### config.mk
export PLATFORM = sky130hd
export DESIGN_NAME = tx_engine_raw
export DESIGN_NICKNAME = d
export VERILOG_FILES = /design/src/rtl/tx_engine_raw.sv
export SDC_FILE = /design/constraint.sdc
export NUM_CORES = 1
export LEC_CHECK = 0
export ABC_AREA = 1
export ABC_CLOCK_PERIOD_IN_PS = 6900
export CORE_MARGIN = 3
export CORE_UTILIZATION = 31
export CTS_CLUSTER_SIZE = 30
export DETAILED_ROUTE_END_ITERATION = 8
export HOLD_SLACK_MARGIN = 0.1
export PLACE_DENSITY_LB_ADDON = 0.25
export SETUP_SLACK_MARGIN = 0.1
export SYNTH_ARGS = -nofsm -noshare
export SYNTH_HDL_FRONTEND = slang
export SYNTH_SLANG_ARGS = --single-unit
export TNS_END_PERCENT = 1
### constraint.sdc
create_clock -name clk -period 6.9 [get_ports clk]
set_input_delay 1.725 -clock clk [delete_from_list [all_inputs] [get_ports clk]]
set_output_delay 1.725 -clock clk [all_outputs]
set_load 0.02 [all_outputs]
### src/rtl/tx_engine_raw.sv
// Raw MAC transmit engine: pops a frame descriptor and its packed data words,
// then emits preamble, SFD, payload, zero padding, FCS and inter-frame gap on
// the internal byte-wide GMII-style interface.
//
// state    | meaning
// ---------+-----------------------------------------------------------------
// IDLE     | wait for a descriptor; pop it and latch the length
// LOAD     | classify length: empty, oversize (drop) or transmit
// PREAMBLE | 7 bytes of 0x55
// SFD      | one byte 0xD5
// DATA     | payload bytes, one per cycle, lanes 0..3 of each data word
// PAD      | zero bytes until MIN_LEN bytes have been sent
// FCS      | 4 bytes of crc_value, LSB byte first
// DRAIN    | tx silent; pop the frame's remaining data words
// GAP      | tx silent; enforce the inter-frame gap
module tx_engine_raw #(
  parameter int IFG     = 12,
  parameter int MIN_LEN = 60
) (
  input  logic        clk,
  input  logic        reset_n,
  input  logic        jumboframes,
  output logic [31:0] tx_count,
  output logic [15:0] tx_drop_count,
  input  logic [13:0] tfq_dout,
  input  logic        tfq_empty,
  output logic        tfq_re,
  input  logic [35:0] txff_dout,
  input  logic        txff_empty,
  output logic        txff_re,
  output logic        crc_init,
  output logic        crc_en,
  output logic [7:0]  crc_data,
  input  logic [31:0] crc_value,
  output logic [7:0]  int_tx_dout,
  output logic        int_tx_en,
  output logic        int_tx_er
);

  typedef enum logic [3:0] {
    IDLE, LOAD, PREAMBLE, SFD, DATA, PAD, FCS, DRAIN, GAP
  } state_t;

  localparam logic [13:0] MAX_STD   = 14'd1514;
  localparam logic [13:0] MAX_JUMBO = 14'd9014;
  localparam logic [13:0] MIN_LEN_W = 14'(MIN_LEN);
  // IDLE and LOAD each add one silent cycle before the next preamble, so the
  // GAP state itself lasts IFG-2 cycles to make back-to-back spacing exactly IFG.
  localparam logic [7:0]  GAP_LOAD  = 8'((IFG > 2) ? IFG - 3 : 0);
  localparam logic [7:0]  PRE_LOAD  = 8'd6;
  localparam logic [7:0]  FCS_LOAD  = 8'd3;

  state_t      state, state_nxt;
  logic [13:0] len, len_nxt;
  logic [13:0] byte_cnt, byte_cnt_nxt;
  logic [1:0]  lane, lane_nxt;
  logic [7:0]  timer, timer_nxt;
  logic [12:0] words_left, words_left_nxt;
  logic [7:0]  dout_nxt;
  logic        en_nxt, er_nxt;
  logic        inc_tx, inc_drop;
  logic        tfq_re_c;

  logic [13:0] max_len;
  logic [14:0] len_round;
  logic [13:0] byte_cnt_inc;
  logic [1:0]  fcs_idx;
  logic [7:0]  lane_byte;
  logic [7:0]  fcs_byte;
  logic        unused_sep_bits;

  assign max_len      = jumboframes ? MAX_JUMBO : MAX_STD;
  assign len_round    = {1'b0, len} + 15'd3;
  assign byte_cnt_inc = byte_cnt + 14'd1;
  assign fcs_idx      = 2'd3 - timer[1:0];
  // Separator bits of each 9-bit lane carry no payload.
  assign unused_sep_bits = ^{txff_dout[35], txff_dout[26], txff_dout[17], txff_dout[8]};

  // A pop while reset holds the FSM in IDLE would never be latched, so block it.
  assign tfq_re = tfq_re_c & reset_n;

  // Select the current payload byte from the head data word.
  always_comb begin
    lane_byte = txff_dout[34:27];
    case (lane)
      2'd0: lane_byte = txff_dout[34:27];
      2'd1: lane_byte = txff_dout[25:18];
      2'd2: lane_byte = txff_dout[16:9];
      2'd3: lane_byte = txff_dout[7:0];
      default: lane_byte = txff_dout[34:27];
    endcase
  end

  // Select the FCS byte, least significant byte first.
  always_comb begin
    fcs_byte = crc_value[7:0];
    case (fcs_idx)
      2'd0: fcs_byte = crc_value[7:0];
      2'd1: fcs_byte = crc_value[15:8];
      2'd2: fcs_byte = crc_value[23:16];
      2'd3: fcs_byte = crc_value[31:24];
      default: fcs_byte = crc_value[7:0];
    endcase
  end

  // Next-state, FIFO/CRC strobes and the byte to register onto the tx interface.
  always_comb begin
    state_nxt      = state;
    len_nxt        = len;
    byte_cnt_nxt   = byte_cnt;
    lane_nxt       = lane;
    timer_nxt      = timer;
    words_left_nxt = words_left;
    tfq_re_c       = 1'b0;
    txff_re        = 1'b0;
    crc_init       = 1'b0;
    crc_en         = 1'b0;
    crc_data       = 8'h00;
    dout_nxt       = 8'h00;
    en_nxt         = 1'b0;
    er_nxt         = 1'b0;
    inc_tx         = 1'b0;
    inc_drop       = 1'b0;

    case (state)
      IDLE: begin
        if (!tfq_empty) begin
          tfq_re_c  = 1'b1;
          len_nxt   = tfq_dout;
          state_nxt = LOAD;
        end
      end

      LOAD: begin
        byte_cnt_nxt   = 14'd0;
        lane_nxt       = 2'd0;
        words_left_nxt = len_round[14:2];
        if (len == 14'd0) begin
          timer_nxt = GAP_LOAD;
          state_nxt = GAP;
        end else if (len > max_len) begin
          inc_drop  = 1'b1;
          state_nxt = DRAIN;
        end else begin
          crc_init  = 1'b1;
          timer_nxt = PRE_LOAD;
          state_nxt = PREAMBLE;
        end
      end

      PREAMBLE: begin
        en_nxt   = 1'b1;
        dout_nxt = 8'h55;
        if (timer == 8'd0) state_nxt = SFD;
        else               timer_nxt = timer - 8'd1;
      end

      SFD: begin
        en_nxt    = 1'b1;
        dout_nxt  = 8'hD5;
        state_nxt = DATA;
      end

      DATA: begin
        if (txff_empty) begin
          // Underrun: poison the frame on the wire and discard the rest.
          en_nxt    = 1'b1;
          er_nxt    = 1'b1;
          inc_drop  = 1'b1;
          state_nxt = DRAIN;
        end else begin
          en_nxt       = 1'b1;
          dout_nxt     = lane_byte;
          crc_en       = 1'b1;
          crc_data     = lane_byte;
          byte_cnt_nxt = byte_cnt_inc;
          lane_nxt     = lane + 2'd1;
          if (byte_cnt_inc == len) begin
            txff_re        = 1'b1;
            words_left_nxt = words_left - 13'd1;
            lane_nxt       = 2'd0;
            if (len < MIN_LEN_W) begin
              state_nxt = PAD;
            end else begin
              timer_nxt = FCS_LOAD;
              state_nxt = FCS;
            end
          end else if (lane == 2'd3) begin
            txff_re        = 1'b1;
            words_left_nxt = words_left - 13'd1;
          end
        end
      end

      PAD: begin
        en_nxt       = 1'b1;
        crc_en       = 1'b1;
        byte_cnt_nxt = byte_cnt_inc;
        if (byte_cnt_inc == MIN_LEN_W) begin
          timer_nxt = FCS_LOAD;
          state_nxt = FCS;
        end
      end

      FCS: begin
        en_nxt   = 1'b1;
        dout_nxt = fcs_byte;
        if (timer == 8'd0) begin
          inc_tx    = 1'b1;
          timer_nxt = GAP_LOAD;
          state_nxt = GAP;
        end else begin
          timer_nxt = timer - 8'd1;
        end
      end

      DRAIN: begin
        if (words_left == 13'd0) begin
          timer_nxt = GAP_LOAD;
          state_nxt = GAP;
        end else if (!txff_empty) begin
          txff_re        = 1'b1;
          words_left_nxt = words_left - 13'd1;
        end
      end

      GAP: begin
        if (timer == 8'd0) state_nxt = IDLE;
        else               timer_nxt = timer - 8'd1;
      end

      default: state_nxt = IDLE;
    endcase
  end

  // State, frame bookkeeping and registered tx interface.
  always_ff @(posedge clk or negedge reset_n) begin
    if (!reset_n) begin
      state       <= IDLE;
      len         <= 14'd0;
      byte_cnt    <= 14'd0;
      lane        <= 2'd0;
      timer       <= 8'd0;
      words_left  <= 13'd0;
      int_tx_dout <= 8'h00;
      int_tx_en   <= 1'b0;
      int_tx_er   <= 1'b0;
    end else begin
      state       <= state_nxt;
      len         <= len_nxt;
      byte_cnt    <= byte_cnt_nxt;
      lane        <= lane_nxt;
      timer       <= timer_nxt;
      words_left  <= words_left_nxt;
      int_tx_dout <= dout_nxt;
      int_tx_en   <= en_nxt;
      int_tx_er   <= er_nxt;
    end
  end

  // Frame statistics; both wrap silently.
  always_ff @(posedge clk or negedge reset_n) begin
    if (!reset_n) begin
      tx_count      <= 32'd0;
      tx_drop_count <= 16'd0;
    end else begin
      if (inc_tx)   tx_count      <= tx_count + 32'd1;
      if (inc_drop) tx_drop_count <= tx_drop_count + 16'd1;
    end
  end

endmodule

## Word level (Yosys, flattened, before mapping)

Cells that the tools add are included.
W data, S select, Z words.

| operators by class | value |
|---|---|
| add/sub/neg operators | 8 |
| $lt $le $gt $ge | 2 |
| equality and inequality tests | 31 |
| multiplexer cells | 59 |
| bitwise logic cells | 2 |
| reductions and logical operators | 18 |

Operators by type and width:

| operator | count |
|---|---|
| $pmux W8 S4 | 3 |
| $mux W8 | 11 |
| $mux W13 | 5 |
| $pmux W8 S6 | 1 |
| $pmux W14 S3 | 1 |
| $pmux W13 S3 | 1 |
| $mux W4 | 9 |
| $pmux W4 S9 | 1 |
| $add A32 B1 Y32 const B | 1 |
| $mux W14 | 2 |
| $ne A2 B2 Y1 const B | 12 |
| $mux W1 | 17 |
| $add A16 B1 Y16 const B | 1 |
| $eq A4 B3 Y1 const B | 4 |
| $add A14 B2 Y15 const B | 1 |
| $add A14 B1 Y14 const B | 1 |
| $eq A14 B14 Y1 | 1 |
| $eq A14 B6 Y1 const B | 1 |
| $gt A14 B14 Y1 | 1 |
| $logic_not A14 Y1 | 1 |
| $lt A14 B6 Y1 const B | 1 |
| $logic_not A13 Y1 | 1 |
| $sub A13 B1 Y13 const B | 1 |
| $ne A3 B3 Y1 const B | 3 |
| 26 further kinds | 39 |

| storage, ports and cells | value |
|---|---|
| register bits after elaboration | 113 |
| output and inout bits | 70 |
| logic and storage cells | 131 |

## Longest topological paths before layout

Gate-level depths: netlist (run 1).

| logic depth | value |
|---|---|
| depth after elaboration | 5 |
| mapped depth | 17 |

## Least setup slack after synthesis (run 1)

Ideal clock, no wire load.

| timing | value |
|---|---|
| kind | input-to-output |
| from | in jumboframes |
| to | out crc_init |
| data arrival time | 2,955 ps |
| data required time | 5,175 ps |
| slack | 2,220 ps |
| stages on the path | 7 |
| path buffers | 0 |
| cell sequence | inv_1 > ha_1 > nand2_1 > nor2_1 > nand3_1 > nand3b_1 > a21boi_0 |

| between the ends | value |
|---|---|
| longest elaborated chain between the ends | 5 |

Ends and longest elaborated chain:

| what | RTL line | text |
|---|---|---|
| start, declared | 22 | `input logic jumboframes,` |
| $mux W14 | 72 | `assign max_len = jumboframes ? MAX_JUMBO : MAX_STD;` |
| $gt A14 B14 Y1 | 141 | `end else if (len > max_len) begin` |
| $mux W1 | 141 |  |
| $mux W1 | 138 | `if (len == 14'd0) begin` |
| $mux W1 | 125 | `case (state)` |
| end, declared | 31 | `output logic crc_init,` |

Every way passes these cells.

## Worst setup path in the final report (run 1)

Ends and elaborated chain as after synthesis.

==> results of run 1 <==
==> layer usage <==
layer  GRT usage (%)  part of all wire [%]  up-vias
met2            27.3                    44      225
li1                -                     -     3655
met3            4.59                   6.4       27
met4            6.23                   1.9        0
met5               0                     0        -
met1            23.9                    48     3390
==> cells in the mapped netlist (3+ instances only) <==
| cell | number |
|---|---|
| a21oi_1 | 36 |
| a221oi_1 | 3 |
| a31oi_1 | 5 |
| buf_4 | 3 |
| buf_6 | 3 |
| clkbuf_1 | 11 |
| dfrtp_1 | 113 |
| ha_1 | 21 |
| inv_1 | 102 |
| inv_2 | 9 |
| nand2_1 | 274 |
| nand2_2 | 10 |
| nand3_1 | 103 |
| nand3b_1 | 4 |
| nand4_1 | 26 |
| nor2_1 | 92 |
| nor2_2 | 9 |
| nor2_4 | 7 |
| nor3_1 | 25 |
| nor4_1 | 6 |
| o211ai_1 | 7 |
| o21ai_0 | 45 |
| o21ai_1 | 4 |
| o22ai_1 | 11 |
| xnor2_1 | 20 |
| xor2_1 | 40 |
==> power by group <==
part           switching, mW  internal, mW
combinational           1.04         0.597
sequential             0.185         0.827
clock                  0.337         0.460
==> flip-flops by register name, summed over array words and instances, names as in the netlist <==
signal         cells
tx_count          32
tx_drop_count     16
byte_cnt          14
len               14
words_left        13
int_tx_dout        8
timer              8
state              4
lane               2
int_tx_en          1
int_tx_er          1
==> cell type report <==
type,count,area [um^2],share of cell area [%]
multi-input cells,767,4030,41.2
flip-flops and latches,113,2830,28.9
repair buffers,157,1560,15.9
inverters,113,427,4.37
clock buffers,17,425,4.35
well taps,313,392,4.01
clock inverters,15,113,1.15
==> cells by family (layout without fill, tap and decap cells) <==
| kind of cell | count (synthesis) | count (layout) | synth area share (%) |
|---|---|---|---|
| adder cells (fa/ha/maj) | 21 | 21 | 3.55 |
| flip-flops | 113 | 113 | 38.2 |
| AND/OR/NAND/NOR | 568 | 568 | 34.6 |
| XOR/XNOR | 60 | 60 | 7.11 |
| AO/OA/AOI/OAI | 118 | 118 | 9.21 |
| buffers and inverters | 133 | 302 | 7.28 |
==> critical path, stage by stage <==
cell and delay [ns]:
clkdlybuf4s50_1 0.61, inv_1 0.16, ha_1 0.31, nand2_1 0.06
nor2_1 0.10, nand3_1 0.08, nand3b_1 0.18, a21boi_0 0.21
clkdlybuf4s50_1 0.64
==> metrics by stage <==
step / instance area [um^2] / util (%) / power [mW] / hold WS [ns] / std cells
after global routing: 9770 / 42.4 / 3.74 / 0.510 / 1495
final: 9770 / 42.4 / 3.44 / 0.476 / 1495
after floorplan: 7390 / - / 2.13 / 0.458 / 1013
after detailed placement: 9230 / 40.0 / 2.66 / 0.469 / 1463
after global placement: 9230 / 40.0 / 2.64 / 0.465 / 1463
after CTS: 9770 / 42.4 / 3.48 / 0.481 / 1495
==> placed cells by master (no fill, tap or decap), types with 17 or more instances in the layout <==
cell type and n:
a21oi_1 36, clkbuf_16 17, clkdlybuf4s50_1 151, dfrtp_1 113
ha_1 21, inv_1 102, nand2_1 274, nand3_1 103
nand4_1 26, nor2_1 92, nor3_1 25, o21ai_0 45
xnor2_1 20, xor2_1 40
==> worst max-delay path by stage <==
stage,cells after the start,to,slack (ns)
2_1_floorplan,7,crc_init,2.22
3_3_place_gp,9,crc_init,1.14
3_5_place_dp,9,crc_init,1.11
4_1_cts,9,crc_init,1.09
5_1_grt,9,crc_init,0.91
6_report,9,crc_init,1.09
==> flow_summary.yaml, run 1 <==
setup_path:
  start_kind: "input port"
  crit_start: "jumboframes"
  r2r-end: "tx_count[29]"
  cp.required_ns: 5.18
  worstRegToRegCells: 14
  rrSetupSlack_ns: 3.97
  r2r_start: "timer[0]"
  setup.worst_path.end_class: "output pin"
  cp.arrival_ns: 4.08
  criticalPathCategory: "in -> out"
  path_max_fanout: 5
placed_design:
  hpwl_um: 17300
  numPortBuffers: 152
  dp_slack_ns: 1.11
  routabilityCongestion: 0.884
timing:
  fin_setup_tns_ns: 0
  maxSlewHeadroom_pct: 48.1
  period_needed_ns: 5.81
  fin_skew_ns: 0.0111
  setup_slack_ns: 1.09
  rsz0062_at_grt: "no"
  fin_crit_sh_pct: 84.2
  worstMarginPinSlew_ns: 0.779
  finalSetupViolations: 0
  slew_violations: 0
  finalHoldViolCount: 0
  fmax_mhz: 172
cells_and_area:
  syn2layout_area_growth_pct: 32.1
  final_nets: 1277
  drive_gt1_share_pct: 7.02
  num-fill-cells: 2345
  antenna_cells: 0
routing:
  drc: 0
  vias: 7297
  dr.pass1.iters: 7
  final_antenna_net_count: 0
  via_per_inst: 4.88
  drt_iter0_drc: 483
  detail_route.wl_per_cell_um: 15.1
  wirelength_um: 22600
logic_synthesis:
  async_flop_share_pct: 100
  synth_edf_count: 0
  avgSynthCellArea_um2: 7.30
  syn-cell-area_um2: 7390
  ys.flop_type: "dfrtp_1"
  ys_ff_latch: 113
  yosysWarnings: 0
  yosysTopAreaCellShare_pct: 38.2
  synthTopCellsByArea: "dfrtp_1 (38%), nand2_1 (14%), nand3_1 (7.0%)"
  synth_cells: 1013
  seq_area_frac_synth_pct: 38.2
  synth_top_area_cell: "dfrtp_1"
  yosysUniqueCellTypes: 47
  synth_fp_nets: 1121
hold_path:
  holdPathStages: 1
  hp-start: "tx_count[31]"
  hold_end: "tx_count[31]"
  min_path_type: "reg -> reg"
die:
  rows: 55
  dieHeight_um: 160
  start_util_pct: 32.1
  die-width_um: 160
  core_region_area_um2: 23100
  ios: 157
  die_area_um2: 25700
clocking:
  clockBufferDepth: 2
  clkSlewWorstSetupHoldPaths_ns: 0.06
  cts_resized: 0
  numCtsBuffers: 17
  clock_latency_ns: 0.42
  cts_setup_buffers: 0
  tritoncts: "built"
  clkSinkCount: 113
  h-tree-depth: 4
  root_buffer: "clkbuf_16"
  cts_hold_buffers: 0
global_route:
  grt_use_total_pct: 17.6
  grt_max_degree: 58
  antenna_found_initial: 0
  grt_first_pass_wirelength_um: 36700
  grt.overflow.total: 0
  grt_pass1_vias: 7096
power:
  powerDensity_nw_per_um2: 352
  ir_drop_mv: 0.213
  leakage_nw: 4.41
status:
  status: "complete, no violations"
flow_run:
  maxCapViolations: 0
Note: power is estimated with default switching activity, not from simulation.
==> run 2, diff against run 1 <==
--- a/config.mk
+++ b/config.mk
@@ -6,7 +6,7 @@
 export NUM_CORES = 1
 export LEC_CHECK = 0
 export ABC_AREA = 1
-export ABC_CLOCK_PERIOD_IN_PS = 6900
+export ABC_CLOCK_PERIOD_IN_PS = 5000
 export CORE_MARGIN = 3
 export CORE_UTILIZATION = 31
 export CTS_CLUSTER_SIZE = 30
==> constraint.sdc (replaced) <==
create_clock -name clk -period 5 [get_ports clk]
set_input_delay 1.25 -clock clk [delete_from_list [all_inputs] [get_ports clk]]
set_output_delay 1.25 -clock clk [all_outputs]
set_load 0.02 [all_outputs]
==> run 2 against run 1 <==
Net effect: final area is 0.68% higher; first-iteration DRC count is 14% higher; register-to-register slack worse by 1.9 ns; utilization is 0.29 points higher; die area stayed put; worst hold slack worse by 0.0055 ns; combinational power is 39% higher; clock power is 51% higher; worst setup slack worse by 0.81 ns; critical path type is now reg -> out; largest cell class unchanged.
==> flow_summary.yaml, run 2 (synthesis results as in run 1) <==
cells_and_area:
  final_nets: 1279
  reg_top3: "tx_count: 32 flops, tx_drop_count: 16 flops"
  final_util_pct: 42.7
  largest_reg_flops: 32
  num-fill-cells: 2370
  antenna_cells: 0
  largest-register: "tx_count"
  final_common_cell: "nand2_1"
  fin_cells: 1497
  drive_gt1_share_pct: 7.18
  final_cell_mix: "nand2_1 (274), clkdlybuf4s50_1 (150), dfrtp_1 (113)"
  syn2layout_area_growth_pct: 33.0
clocking:
  root_buffer: "clkbuf_16"
  clkSlewWorstSetupHoldPaths_ns: 0.06
  h-tree-depth: 4
  clock_latency_ns: 0.42
  cts_hold_buffers: 0
  clockBufferDepth: 2
  cts_setup_buffers: 0
  tritoncts: "built"
  clkSinkCount: 113
  numCtsBuffers: 17
global_route:
  grt_pass1_vias: 7202
  antenna_found_initial: 0
  grt_first_pass_wirelength_um: 37600
  grt.overflow.total: 0
  grt_use_total_pct: 18.0
  grt_max_degree: 63
timing:
  slew_violations: 0
  fin_crit_sh_pct: 94.4
  fin_skew_ns: 0.00858
  holdWs_ns: 0.470
  finalSetupViolations: 0
  period_needed_ns: 4.72
  fmax_mhz: 212
  worstMarginPinSlew_ns: 0.804
  fin_setup_tns_ns: 0
  finalHoldViolCount: 0
  rsz0062_at_grt: "yes"
  maxSlewHeadroom_pct: 46.4
setup_path:
  criticalPathCategory: "reg -> out"
  r2r_start: "timer[0]"
  path_max_fanout: 5
  setup.worst_path.end_class: "output pin"
  path_cells: "ha_1 -> nand2_1 -> nor2_1 -> nand2_1 -> nand2_1 -> nand2_1 -> nand2_1 -> nand2_1 -> inv_2 -> nand2_1 -> nor2_2 -> nand3_2 -> nand2_1 -> nand2_1 -> a21oi_1 -> clkdlybuf4s50_1"
  cp_slowest_cell: "clkdlybuf4s50_1"
  cp.arrival_ns: 3.47
  crit_family: "simple AND/OR/NAND/NOR gates"
  timing.critical_path.buf_inv: 2
  crit_start: "byte_cnt[1]"
  cpMostUsedCell: "nand2_1"
  slowest_delay_ns: 0.68
  rrSetupSlack_ns: 2.05
  start_kind: "flip-flop"
  cp.required_ns: 3.75
routing:
  detail_route.wl_per_cell_um: 15.1
  drt_iter0_drc: 551
  via_per_inst: 4.91
  vias: 7346
  dr.pass1.iters: 5
  final_antenna_net_count: 0
  drc: 0
  wirelength_um: 22700
power:
  p_sw_share_pct: 44.4
  combPwrFrac_pct: 46.5
  power_switching_mw: 2.16
  ir_drop_mv: 0.261
  pwr-share-clk_pct: 24.7
  seq_power_share_pct: 28.8
  power_mw: 4.87
  leakage_nw: 4.46
  powerDensity_nw_per_um2: 495
  p_int_mw: 2.71
die:
  die-width_um: 160
  rows: 55
  ios: 157
  die_area_um2: 25700
  dieHeight_um: 160
  start_util_pct: 32.1
  core_region_area_um2: 23100
placed_design:
  routabilityCongestion: 0.889
  hpwl_um: 17500
  numPortBuffers: 152
  dp_cells: 1465
flow_run:
  maxCapViolations: 0
status:
  status: "complete, no violations"
hold_path:
  min_path_type: "reg -> reg"
  hp-start: "tx_count[31]"
run 2: final cells by class:
| type | count | area (um^2) | area share (%) |
|---|---|---|---|
| sequential | 113 | 2830 | 28.7 |
| timing repair buffer | 159 | 1570 | 16.0 |
| clock buffer | 17 | 425 | 4.33 |
| tap | 313 | 392 | 3.98 |
| inverter | 113 | 427 | 4.34 |
| clock inverter | 15 | 161 | 1.64 |
| multi-input combinational | 767 | 4030 | 41.0 |
run 2: worst paths after layout:
| kind | depth (start not counted) | end |
|---|---|---|
| hold reg to reg | 1 | tx_count[31] |
| min in group asynchronous | 1 | tx_count[29] |
| max in group asynchronous | 3 | byte_cnt[3] |
| setup / recovery | 16 | txff_re |
| setup reg to reg | 14 | tx_count[29] |
| hold / removal | 1 | tx_count[31] |
run 2: power groups by stage:
| stage | Clock (mW) | Sequential, mW | Combinational [mW] |
|---|---|---|---|
| 3_3_place_gp | 0 | 1.41 | 2.25 |
| 2_1_floorplan | 0 | 1.42 | 1.51 |
| 4_1_cts | 1.24 | 1.40 | 2.28 |
| 6_report | 1.20 | 1.40 | 2.27 |
| 5_1_grt | 1.28 | 1.44 | 2.56 |
| 3_5_place_dp | 0 | 1.41 | 2.27 |
run 2: repair_timing:
item / in CTS / in global routing
gates resized for setup: 0 / 1
setup endpoints to repair: 0 / 2
hold endpoints to repair: 0 / 0
run 2: stage by stage:
stage / setup WS [ns] / area, um^2
6_report: 0.278 / 9840
5_1_grt: 0.0323 / 9840
4_1_cts: 0.138 / 9830
3_5_place_dp: 0.159 / 9250
3_3_place_gp: 0.197 / 9250
2_1_floorplan: 1.27 / 7390
run 2: metal layers:
layer  global-route usage, %  part of all wire (%)  vias up
li1                        -                     -     3645
met1                    24.8                    48     3452
met2                    28.9                    45      232
met3                    4.02                   5.8       17
met4                    4.42                   1.2        0
met5                       0                     0        -
==> run 3, diff against run 2 <==
--- a/config.mk
+++ b/config.mk
@@ -7,13 +7,13 @@
 export LEC_CHECK = 0
 export ABC_AREA = 1
 export ABC_CLOCK_PERIOD_IN_PS = 5000
+export CAP_MARGIN = 20
 export CORE_MARGIN = 3
 export CORE_UTILIZATION = 31
 export CTS_CLUSTER_SIZE = 30
 export DETAILED_ROUTE_END_ITERATION = 8
 export HOLD_SLACK_MARGIN = 0.1
 export PLACE_DENSITY_LB_ADDON = 0.25
-export SETUP_SLACK_MARGIN = 0.1
 export SYNTH_ARGS = -nofsm -noshare
 export SYNTH_HDL_FRONTEND = slang
 export SYNTH_SLANG_ARGS = --single-unit
==> run 3 against run 2 <==
Net effect: clock skew hardly changed; sequential power about the same; critical endpoint is now crc_init; critical path depth down 7; critical path type is now in -> out; largest cell class unchanged; register-to-register slack is essentially flat.
==> flow_summary.yaml, run 3 (synthesis results as in run 1) <==
timing:
  maxSlewHeadroom_pct: 46.4
  fin_skew_ns: 0.00858
  finalHoldViolCount: 0
  holdWs_ns: 0.470
  rsz0062_at_grt: "no"
  worstMarginPinSlew_ns: 0.804
  period_needed_ns: 4.87
  fin_crit_sh_pct: 97.4
  fmax_mhz: 205
  finalSetupViolations: 0
  slew_violations: 0
  fin_setup_tns_ns: 0
cells_and_area:
  num-fill-cells: 2371
  final_common_cell: "nand2_1"
  final_cell_mix: "nand2_1 (274), clkdlybuf4s50_1 (151), dfrtp_1 (113)"
  syn2layout_area_growth_pct: 33.0
  largest-register: "tx_count"
  reg_top3: "tx_count: 32 flops, tx_drop_count: 16 flops"
  drive_gt1_share_pct: 7.18
  antenna_cells: 0
  final_util_pct: 42.7
  final_nets: 1279
  largest_reg_flops: 32
die:
  die-width_um: 160
  die_area_um2: 25700
  rows: 55
  dieHeight_um: 160
  ios: 157
  start_util_pct: 32.1
  core_region_area_um2: 23100
hold_path:
  holdPathStages: 1
  min_path_type: "reg -> reg"
routing:
  drt_iter0_drc: 551
  drc: 0
  via_per_inst: 4.91
  final_antenna_net_count: 0
  wirelength_um: 22700
  detail_route.wl_per_cell_um: 15.1
  dr.pass1.iters: 7
  vias: 7349
global_route:
  grt_first_pass_wirelength_um: 37600
  grt_pass1_vias: 7202
  grt_max_degree: 63
  grt.overflow.total: 0
  grt_use_total_pct: 18.0
  antenna_found_initial: 0
clocking:
  tritoncts: "built"
  clock_latency_ns: 0.42
  cts_resized: 0
  clockBufferDepth: 2
  numCtsBuffers: 17
  clkSinkCount: 113
  clkSlewWorstSetupHoldPaths_ns: 0.06
  cts_setup_buffers: 0
  h-tree-depth: 4
  root_buffer: "clkbuf_16"
  cts_hold_buffers: 0
setup_path:
  rrSetupSlack_ns: 2.05
  cpMostUsedCell: "clkdlybuf4s50_1"
  setup.worst_path.end_class: "output pin"
  worstRegToRegCells: 14
  path_max_fanout: 5
  path_cells: "clkdlybuf4s50_1 -> inv_1 -> ha_1 -> nand2_1 -> nor2_1 -> nand3_1 -> nand3b_1 -> a21boi_0 -> clkdlybuf4s50_1"
  crit_family: "buffers and inverters"
  slowest_delay_ns: 0.64
  start_kind: "input port"
  timing.critical_path.buf_inv: 3
  criticalPathCategory: "in -> out"
  cp_slowest_cell: "clkdlybuf4s50_1"
  cp.depth: 9
  cp.required_ns: 3.75
  cp.arrival_ns: 3.62
status:
  status: "complete, no violations"
placed_design:
  routabilityCongestion: 0.889
  numPortBuffers: 152
  hpwl_um: 17500
power:
  powerDensity_nw_per_um2: 495
  leakage_nw: 4.44
  ir_drop_mv: 0.261
flow_run:
  maxCapViolations: 0
-- run 3: cell types whose count changed in the layout (fill, tap and decap cells not counted) --
cell             delta
clkdlybuf4s50_1     +1
dlymetal6s2s_1      -1
-- run 3: cell type report --
cell class,count,area (um^2),share of cell area [%]
Multi-Input combinational cell,767,4030,41.0
Sequential cell,113,2830,28.8
Timing Repair Buffer,159,1570,16.0
Inverter,113,427,4.34
Clock buffer,17,425,4.33
Tap cell,313,392,3.98
Clock inverter,15,161,1.64
-- run 3: through the flow --
| step | setup WS [ns] | power (mW) | cell area, um^2 | std cells |
|---|---|---|---|---|
| 6_report | 0.128 | 4.87 | 9830 | 1497 |
| 5_1_grt | 0.0321 | 5.28 | 9830 | 1497 |
| 4_1_cts | 0.138 | 4.92 | 9830 | 1497 |
| 3_5_place_dp | 0.159 | 3.69 | 9250 | 1465 |
| 3_3_place_gp | 0.197 | 3.66 | 9250 | 1465 |
| 2_1_floorplan | 1.27 | 2.94 | 7390 | 1013 |
-- run 3: routing by layer --
| metal | part of all wire (%) | global-route usage [%] |
|---|---|---|
| met5 | 0 | 0 |
| met4 | 1.2 | 4.42 |
| met3 | 5.9 | 4.02 |
| met2 | 45 | 28.9 |
| met1 | 48 | 24.8 |
-- run 3: power by group --
group / switching [mW] / total, mW / internal, mW
Sequential: 0.259 / 1.40 / 1.14
Clock: 0.465 / 1.20 / 0.737
Combinational: 1.44 / 2.27 / 0.829
Total: 2.16 / 4.87 / 2.71
-- run 3: final timing paths --
path | from | endpoint
setup / recovery | jumboframes | crc_init
min in group asynchronous | reset_n | tx_count[29]
max in group asynchronous | reset_n | byte_cnt[3]
hold / removal | tx_count[31] | tx_count[31]
setup reg to reg | timer[0] | tx_count[29]
hold reg to reg | tx_count[31] | tx_count[31]
